==> config.mk <==
export PLATFORM = sky130hd
export DESIGN_NAME = sd_spi_responder
export DESIGN_NICKNAME = d
export VERILOG_FILES = /design/src/rtl/sd_spi_responder.sv
export SDC_FILE = /design/constraint.sdc
export NUM_CORES = 1
export LEC_CHECK = 0
export BUFFER_PORTS_ARGS = -buffer_cell sky130_fd_sc_hd__buf_2
export CAP_MARGIN = 0
export CORE_UTILIZATION = 30
export DETAILED_ROUTE_END_ITERATION = 16
export PLACE_DENSITY = 0.62
export SYNTH_ARGS = -nofsm -noshare
export SYNTH_HDL_FRONTEND = slang
export SYNTH_SLANG_ARGS = --single-unit
==> constraint.sdc <==
create_clock -name clk -period 1.55 [get_ports clk]
set_input_delay 0.155 -clock clk [delete_from_list [all_inputs] [get_ports clk]]
set_output_delay 0.155 -clock clk [all_outputs]
set_load 0.02 [all_outputs]
==> src/rtl/sd_spi_responder.sv <==
// SPI-mode SD card responder: synchronizes the master's SPI pins into clk,
// shifts bytes in on SD_CLK rising edges and out on falling edges (mode 0),
// keeps a one-byte transmit holding register, and frames 6-byte SD commands.
module sd_spi_responder #(
  parameter logic [7:0] FILL_BYTE   = 8'hFF,
  parameter int         SYNC_STAGES = 2
) (
  input  logic        clk,
  input  logic        reset,
  input  logic        SD_CLK,
  input  logic        SD_MOSI,
  input  logic        SD_CS,
  output logic        SD_MISO,
  input  logic [7:0]  tx_data,
  input  logic        tx_load,
  output logic        tx_ready,
  output logic [7:0]  rx_data,
  output logic        rx_valid,
  output logic        cmd_valid,
  output logic [5:0]  cmd_index,
  output logic [31:0] cmd_arg,
  output logic [6:0]  cmd_crc,
  output logic        cmd_end_err
);

  typedef enum logic {HUNT, CMD} frame_state_t;

  // Synchronizer chains; ok_sync_reg marks when the chains hold real pin samples.
  logic [SYNC_STAGES-1:0] sclk_sync_reg, mosi_sync_reg, cs_sync_reg, ok_sync_reg;
  logic sclk_s, mosi_s, cs_s, sync_ok;

  logic sclk_prev_reg, cs_prev_reg, armed_reg, cs_active_reg;
  logic sclk_rise, sclk_fall, cs_fall, cs_rise, live;

  logic [2:0]  bit_cnt_reg;
  logic [7:0]  rx_shift_reg, rx_data_reg;
  logic        rx_valid_reg;

  logic [7:0]  tx_shift_reg, hold_reg, load_byte;
  logic        hold_full_reg, load_pending_reg, shift_load;

  frame_state_t state_reg;
  logic [2:0]  byte_cnt_reg;
  logic [5:0]  cmd_index_reg;
  logic [31:0] cmd_arg_reg;
  logic [6:0]  cmd_crc_reg;
  logic        cmd_end_err_reg, cmd_valid_reg;

  assign sclk_s  = sclk_sync_reg[SYNC_STAGES-1];
  assign mosi_s  = mosi_sync_reg[SYNC_STAGES-1];
  assign cs_s    = cs_sync_reg[SYNC_STAGES-1];
  assign sync_ok = ok_sync_reg[SYNC_STAGES-1];

  // A falling CS only counts once a genuine high level was seen after reset,
  // so a CS held low across reset release never starts a byte.
  assign sclk_rise  = sclk_s & ~sclk_prev_reg;
  assign sclk_fall  = ~sclk_s & sclk_prev_reg;
  assign cs_fall    = armed_reg & cs_prev_reg & ~cs_s;
  assign cs_rise    = cs_s & ~cs_prev_reg;
  assign live       = cs_active_reg & ~cs_s;
  assign shift_load = cs_fall | (live & sclk_fall & load_pending_reg);
  // Holding register wins; an empty holding register lets a same-cycle tx_load bypass.
  assign load_byte  = hold_full_reg ? hold_reg : (tx_load ? tx_data : FILL_BYTE);

  assign SD_MISO     = cs_active_reg ? tx_shift_reg[7] : 1'b1;
  assign tx_ready    = ~hold_full_reg;
  assign rx_data     = rx_data_reg;
  assign rx_valid    = rx_valid_reg;
  assign cmd_valid   = cmd_valid_reg;
  assign cmd_index   = cmd_index_reg;
  assign cmd_arg     = cmd_arg_reg;
  assign cmd_crc     = cmd_crc_reg;
  assign cmd_end_err = cmd_end_err_reg;

  // Pin synchronizers (CS idles high, SD_CLK idles low).
  always_ff @(posedge clk or negedge reset) begin
    if (!reset) begin
      sclk_sync_reg <= '0;
      mosi_sync_reg <= '0;
      cs_sync_reg   <= '1;
      ok_sync_reg   <= '0;
    end else begin
      sclk_sync_reg <= {sclk_sync_reg[SYNC_STAGES-2:0], SD_CLK};
      mosi_sync_reg <= {mosi_sync_reg[SYNC_STAGES-2:0], SD_MOSI};
      cs_sync_reg   <= {cs_sync_reg[SYNC_STAGES-2:0], SD_CS};
      ok_sync_reg   <= {ok_sync_reg[SYNC_STAGES-2:0], 1'b1};
    end
  end

  // Edge history and chip-select session tracking.
  always_ff @(posedge clk or negedge reset) begin
    if (!reset) begin
      sclk_prev_reg <= 1'b0;
      cs_prev_reg   <= 1'b1;
      armed_reg     <= 1'b0;
      cs_active_reg <= 1'b0;
    end else begin
      sclk_prev_reg <= sclk_s;
      cs_prev_reg   <= cs_s;
      armed_reg     <= armed_reg | (sync_ok & cs_s);
      if (cs_s)
        cs_active_reg <= 1'b0;
      else if (cs_fall)
        cs_active_reg <= 1'b1;
    end
  end

  // Receive path: sample MOSI on SD_CLK rising, publish every 8th bit.
  always_ff @(posedge clk or negedge reset) begin
    if (!reset) begin
      bit_cnt_reg  <= 3'd0;
      rx_shift_reg <= 8'h00;
      rx_data_reg  <= 8'h00;
      rx_valid_reg <= 1'b0;
    end else begin
      rx_valid_reg <= 1'b0;
      if (!live) begin
        bit_cnt_reg <= 3'd0;
      end else if (sclk_rise) begin
        rx_shift_reg <= {rx_shift_reg[6:0], mosi_s};
        bit_cnt_reg  <= bit_cnt_reg + 3'd1;
        if (bit_cnt_reg == 3'd7) begin
          rx_data_reg  <= {rx_shift_reg[6:0], mosi_s};
          rx_valid_reg <= 1'b1;
        end
      end
    end
  end

  // Transmit path: load at CS fall or byte boundary, shift on SD_CLK falling.
  always_ff @(posedge clk or negedge reset) begin
    if (!reset) begin
      tx_shift_reg     <= FILL_BYTE;
      hold_reg         <= 8'h00;
      hold_full_reg    <= 1'b0;
      load_pending_reg <= 1'b0;
    end else begin
      if (shift_load)
        tx_shift_reg <= load_byte;
      else if (live && sclk_fall)
        tx_shift_reg <= {tx_shift_reg[6:0], 1'b1};

      if (!live)
        load_pending_reg <= 1'b0;
      else if (sclk_rise && bit_cnt_reg == 3'd7)
        load_pending_reg <= 1'b1;
      else if (shift_load)
        load_pending_reg <= 1'b0;

      if (shift_load && hold_full_reg) begin
        hold_full_reg <= 1'b0;
      end else if (tx_load && !hold_full_reg && !shift_load) begin
        hold_reg      <= tx_data;
        hold_full_reg <= 1'b1;
      end
    end
  end

  // Command framer: hunt for a start byte, then collect argument and CRC.
  always_ff @(posedge clk or negedge reset) begin
    if (!reset) begin
      state_reg       <= HUNT;
      byte_cnt_reg    <= 3'd0;
      cmd_index_reg   <= 6'd0;
      cmd_arg_reg     <= 32'd0;
      cmd_crc_reg     <= 7'd0;
      cmd_end_err_reg <= 1'b0;
      cmd_valid_reg   <= 1'b0;
    end else begin
      cmd_valid_reg <= 1'b0;
      if (rx_valid_reg) begin
        case (state_reg)
          HUNT: begin
            if (rx_data_reg[7:6] == 2'b01) begin
              cmd_index_reg <= rx_data_reg[5:0];
              byte_cnt_reg  <= 3'd1;
              state_reg     <= CMD;
            end
          end
          CMD: begin
            if (byte_cnt_reg == 3'd5) begin
              cmd_crc_reg     <= rx_data_reg[7:1];
              cmd_end_err_reg <= ~rx_data_reg[0];
              cmd_valid_reg   <= 1'b1;
              byte_cnt_reg    <= 3'd0;
              state_reg       <= HUNT;
            end else begin
              cmd_arg_reg  <= {cmd_arg_reg[23:0], rx_data_reg};
              byte_cnt_reg <= byte_cnt_reg + 3'd1;
            end
          end
          default: state_reg <= HUNT;
        endcase
      end else if (cs_rise) begin
        state_reg    <= HUNT;
        byte_cnt_reg <= 3'd0;
      end
    end
  end

endmodule

# Yosys cells after proc, flatten, opt, wreduce, memory -nomap -nowiden
# Index checks and enable logic that the tools add are counted.
[op_classes]
muxes = 30
reduce_logical = 18
n_bitwise = 20
n_eq_ne = 6
add_sub_neg = 2
[op_table]
columns = ["operator", "n"]
rows = [
  ["$mux W8", 4],
  ["$mux W1", 18],
  ["$mux W3", 6],
  ["$reduce_and A3 Y1", 4],
  ["$and A1 B1 Y1", 9],
  ["$not A1 Y1", 9],
  ["$reduce_bool A2 Y1", 4],
  ["$add A3 B1 Y3 const B", 2],
  ["$eq A3 B3 Y1 const B", 2],
  ["$pmux W3 S2", 1],
  ["$reduce_and A2 Y1", 3],
  ["$logic_and A1 B1 Y1", 5],
  ["$ne A3 B1 Y1 const B", 1],
  ["$ne A3 B3 Y1 const B", 1],
  ["$eq A2 B1 Y1 const B", 1],
  ["$logic_not A1 Y1", 2],
  ["$ne A2 B2 Y1 const B", 1],
  ["$or A1 B1 Y1", 2],
  ["$pmux W1 S2", 1],
]
[totals]
in_bits = 14
output_inout_bits = 58
regBits = 100
elab_cells = 99

# Longest topological paths before layout
[logic_depth]
ltp_word = 9
ltp_mapped = 6
ltp_nobuf = 4

# Worst setup path before layout
# Ideal clock, no wire load.
[synth_path]
path_kind = "register to register"
start = "register rx_valid_reg, in the netlist rx_valid"
end = "register cmd_arg_reg[10], in the netlist cmd_arg[10]"
arrival_time_ps = 1580
n_path_buf = 2
synth_period_minus_slack_ps = 1705
t_required_ps = 1425
setup_slack_ps = -155
setup_time_ps = 125
stages_incl_launch_ff = 6
path_cell_list = "dfrtp_1 nand2_1 nor2b_1 clkbuf_1 buf_2 mux2_2"
[synth_between]
elab_chain_cells = 1
[synth_rtl]
columns = ["element", "line", "rtl"]
rows = [
  ["from (decl)", "37", "logic rx_valid_reg;"],
  ["from (signal assigned)", "114", "rx_valid_reg <= 1'b0;"],
  ["from (signal assigned)", "116", "rx_valid_reg <= 1'b0;"],
  ["from (signal assigned)", "124", "rx_valid_reg <= 1'b1;"],
  ["$reduce_and A3 Y1 (no source line)", "--", ""],
  ["to (signal assigned)", "188", "cmd_arg_reg <= {cmd_arg_reg[23:0], rx_data_reg};"],
  ["to (decl)", "45", "logic [31:0] cmd_arg_reg;"],
]
# No other way between the ends.
# A chain may end at the register's enable or synchronous reset.

# Final worst setup path
[layout_path]
start = "register cs_sync_reg[1]"
end = "register hold_reg[0]"
[layout_between]
elab_chain_cells = 8
word_cells_on_any_way = 11
classes_between = "7 x bitwise; 4 x reduce/logical"
[layout_rtl]
columns = ["element", "line", "rtl"]
rows = [
  ["from (decl)", "29", "logic [SYNC_STAGES-1:0] sclk_sync_reg, mosi_sync_reg, cs_sync_reg, ok_sync_reg;"],
  ["from (signal assigned)", "85", "cs_sync_reg <= {cs_sync_reg[SYNC_STAGES-2:0], SD_CS};"],
  ["$not A1 Y1 *", "58, 60", ""],
  ["$and A1 B1 Y1", "60", "assign live = cs_active_reg & ~cs_s;"],
  ["$and A1 B1 Y1 (2 in series)", "61", "assign shift_load = cs_fall | (live & sclk_fall & load_pending_reg);"],
  ["$or A1 B1 Y1 *", "61", ""],
  ["$logic_not A1 Y1 or $logic_and A1 B1 Y1 (tied branches)", "152, 150", ""],
  ["$logic_and A1 B1 Y1 or $not A1 Y1 (tied branches)", "--", ""],
  ["$reduce_and A2 Y1 (no source line) *", "--", ""],
  ["to (signal assigned)", "153", "hold_reg <= tx_data;"],
  ["to (decl)", "39", "logic [7:0] tx_shift_reg, hold_reg, load_byte;"],
]
# Mark *: on every way between the ends. The rest lies on a longest branch, timed or not.

==> load_flow_metrics.sql <==
INSERT INTO impl_metrics (metric_group, metric, value, unit) VALUES
('route', 'via_per_inst', '4.32', ''),
('worst_setup_path', 'critical_path_buf_inv_count', '1', ''),
('layout', 'diodes', '0', ''),
('synthesis', 'netlist_area', '3910', 'um2'),
('worst_setup_path', 'timing_worst_setup_path_type', 'reg2reg', ''),
('die', 'floorplan.initialDensity', '0.309', ''),
('synthesis', 'synth_top_family_by_area', 'multiplexers', ''),
('cts', 'clkSlewWorstSetupHoldPaths', '0.07', 'ns'),
('timing', 'grt_setup_unrepaired', 'true', ''),
('synthesis', 'yosys_warnings', '0', ''),
('cts', 'cts.sinks', '100', ''),
('hold_path', 'min_path_type', 'in2reg', ''),
('cts', 'clk-insertion-delay-late', '0.34', 'ns'),
('placement', 'io_buffer_count', '71', ''),
('global_routing', 'overflow', '0', ''),
('layout', 'final_nets', '381', ''),
('outcome', 'failed_checks', 'negative setup slack', ''),
('power', 'power_per_cell_area', '1100', 'nW/um2'),
('global_routing', 'grt_pass1_vias', '2276', ''),
('synthesis', 'synth-simple-area-share', '0.0700', ''),
('synthesis', 'syn-num-nets', '284', ''),
('route', 'dr_total_vias', '2342', ''),
('timing', 'max_freq', '617', 'MHz'),
('layout', 'layout.filler_cells', '1207', ''),
('power', 'leakagePower', '2.58', 'nW'),
('power', 'worst_ir_drop_vdd', '0.000570', 'V'),
('timing', 'period_needed', '1.62', 'ns'),
('global_routing', 'globalRouteTotalUtil', '0.108', ''),
('route', 'drt_drc_violations_left', '0', ''),
('synthesis', 'yosys.area_share.adder', '0.00639', ''),
('synthesis', 'synthCells', '268', ''),
('global_routing', 'grt_first_pass_wirelength', '11300', 'um'),
('worst_setup_path', 'cp_slowest_cell', 'dfstp_2', ''),
('worst_setup_path', 'path_delay_family', 'flip-flops', ''),
('synthesis', 'multiplexer_area_fraction_after_synthesis', '0.214', ''),
('die', 'pin_count', '72', ''),
('synthesis', 'syn-mean-instance-area', '14.6', 'um2'),
('die', 'die_width', '116', 'um'),
('worst_setup_path', 'crit_fanout', '8', ''),
('route', 'drt-pass1-iter-count', '4', ''),
('synthesis', 'compound_cell_area_share_of_the_yosys_netlist', '0.0460', ''),
('placement', 'gp_routability_congestion', '0.682', ''),
('worst_setup_path', 'crit_path_end_kind', 'flop', ''),
('worst_setup_path', 'arrival', '1.84', 'ns'),
('synthesis', 'synth_xor_xnor_area_share', '0.00224', ''),
('global_routing', 'grt_start_max_net_pins', '44', ''),
('die', 'std_cell_rows', '41', ''),
('placement', 'hpwl', '4860', 'um'),
('layout', 'largest_register_ff_count', '32', ''),
('synthesis', 'yosys_register_bits', '100', ''),
('worst_setup_path', 'cells_traversed_along_the_worst_timing_path', 'nand3b_1, o31a_1, and3_4, buf_12, mux2_4', ''),
('cts', 'htree_levels', '3', ''),
('timing', 'fin_skew', '0.00560', 'ns'),
('worst_setup_path', 'max_stage_delay', '0.54', 'ns'),
('layout', 'finish.utilization', '0.395', ''),
('synthesis', 'ys_seq_area_frac', '0.643', ''),
('timing', 'final_min_period_over_clock_period', '1.04', ''),
('layout', 'synthToLayoutAreaGrowth', '27.8', '%'),
('cts', 'cts_tree', 'yes', ''),
('timing', 'total_of_endpoints_with_negative_setup_slack_in_the_final_report', '8', ''),
('worst_setup_path', 'worst_ep_required_time', '1.77', 'ns'),
('worst_setup_path', 'setup.worst_path.start_class', 'flop', ''),
('outcome', 'outcome', 'finished with violations', ''),
('cts', 'tritoncts.num_buffers', '9', ''),
('die', 'core_region_area', '12700', 'um2'),
('layout', 'layout-drive-gt1-share', '0.543', ''),
('cts', 'cts_root_buf', 'clkbuf_16', ''),
('die', 'die_area', '13500', 'um2'),
('route', 'routed_wirelength', '6780', 'um'),
('timing', 'report.final.slew_viol_count', '0', ''),
('global_routing', 'grt_antenna_before_repair', '0', ''),
('timing', 'setup_total_negative_slack', '-0.519', 'ns'),
('cts', 'cts_max_path_buffers', '2', ''),
('job', 'maxCapViolCount', '0', ''),
('synthesis', 'synth_cell_types', '38', ''),
('route', 'routed_wire_length_per_instance', '12.5', 'um'),
('timing', 'final.setup.worst_slack', '-0.0697', 'ns'),
('die', 'chipHeight', '116', 'um'),
('route', 'drt.antenna.violating_nets', '0', ''),
('route', 'drtIter0Drc', '138', ''),
('timing', 'hold_violations', '0', '');
-- metal layers --
| metal | routed length [um] | GRT usage |
|---|---|---|
| met2 | 3160 | 0.169 |
| met4 | 54 | 0.0333 |
| met3 | 345 | 0.0358 |
| met1 | 3220 | 0.141 |
| met5 | 0 | 0 |
-- cell families after synthesis --
kind of cell | after synthesis
flip-flops | 100
AO/OA/AOI/OAI | 28
buffers and inverters | 13
other | 1
multiplexers | 72
AND/OR/NAND/NOR | 51
adder cells (fa/ha/maj) | 2
XOR/XNOR | 1
-- what timing repair did --
action / in CTS / in global routing
gates resized for setup: 1 / 2
endpoints found under the hold margin: 19 / 0
pin swaps: 0 / 1
buffers inserted: 0 / 1
gates cloned: 0 / 0
endpoints found under the setup margin: 9 / 40
hold buffers: 4 / 0
-- path summary, 6_finish.rpt --
path / start / end / slack [ns] / cells past startpoint
min in group asynchronous: reset / sclk_sync_reg[0] / 0.28 / 2
worst min register to register: ok_sync_reg[0] / ok_sync_reg[1] / 0.35 / 0
max in group asynchronous: reset / cmd_arg[6] / 0.70 / 3
worst min-delay path: tx_data[4] / hold_reg[4] / 0.06 / 2
worst max register to register: cs_sync_reg[1] / hold_reg[0] / -0.07 / 5
worst max-delay path: cs_sync_reg[1] / hold_reg[0] / -0.07 / 5
-- cell usage after synthesis, drive strengths merged --
cell	number	area (um2)
nor3b	2	20.0
nand2b	6	45.0
a21oi	1	5.00
dfrtp	89	2230
conb	1	3.75
clkinv	1	3.75
mux2i	3	30.0
and3	1	6.26
dfstp	11	289
o211ai	1	7.51
buf	6	42.5
inv	2	7.51
nand3b	2	15.0
nand2	16	60.1
o31a	1	8.76
a31oi	6	37.5
xor2	1	8.76
or2	6	37.5
nor2b	4	25.0
o21a	1	7.51
o31ai	2	15.0
ha	2	25.0
mux2	69	807
or3	1	6.26
o22ai	7	43.8
o21ai	6	30.0
o22a	2	17.5
nor2	13	58.8
a21o	1	7.51
clkbuf	4	15.0
-- cells in the final DEF, fill, tap and decap left out, types with 4 or more instances in the layout --
master / instances
dfstp_2: 11
o22ai_1: 7
buf_2: 70
o21ai_0: 5
nand2b_1: 5
nor2_1: 11
or2_2: 5
dfrtp_1: 88
mux2_4: 8
dlygate4sd3_1: 4
clkbuf_16: 9
mux2_2: 61
buf_4: 18
buf_12: 4
nand2_1: 15
a31oi_1: 6
-- area by class of cell --
type	count	area, um2	share of cell area
sequential	100	2520	0.503
tap	172	215	0.0430
clock buffer	9	225	0.0450
inverter	3	11.3	0.00225
clock inverter	7	80.1	0.0160
timing repair buffer	96	606	0.121
multi-input combinational	155	1350	0.270
-- power by group --
group	total, mW	switching [mW]	internal (mW)
logic	0.430	0.190	0.239
registers	2.90	0.0934	2.81
clock network	2.18	1.03	1.15
-- metrics by stage --
step	instance area (um2)	total power, mW	setup slack, ns	hold slack, ns	cells
after global placement	4640	3.36	-0.0506	0.118	521
after floorplan	3920	3.21	-0.121	-0.141	268
final	5000	5.51	-0.0697	0.0639	542
after CTS	4990	5.60	-0.0914	0.0482	541
after detailed placement	4640	3.38	-0.0985	0.122	521
after global routing	5000	5.77	-0.119	0.0472	542
(Power assumes the default switching activity.)
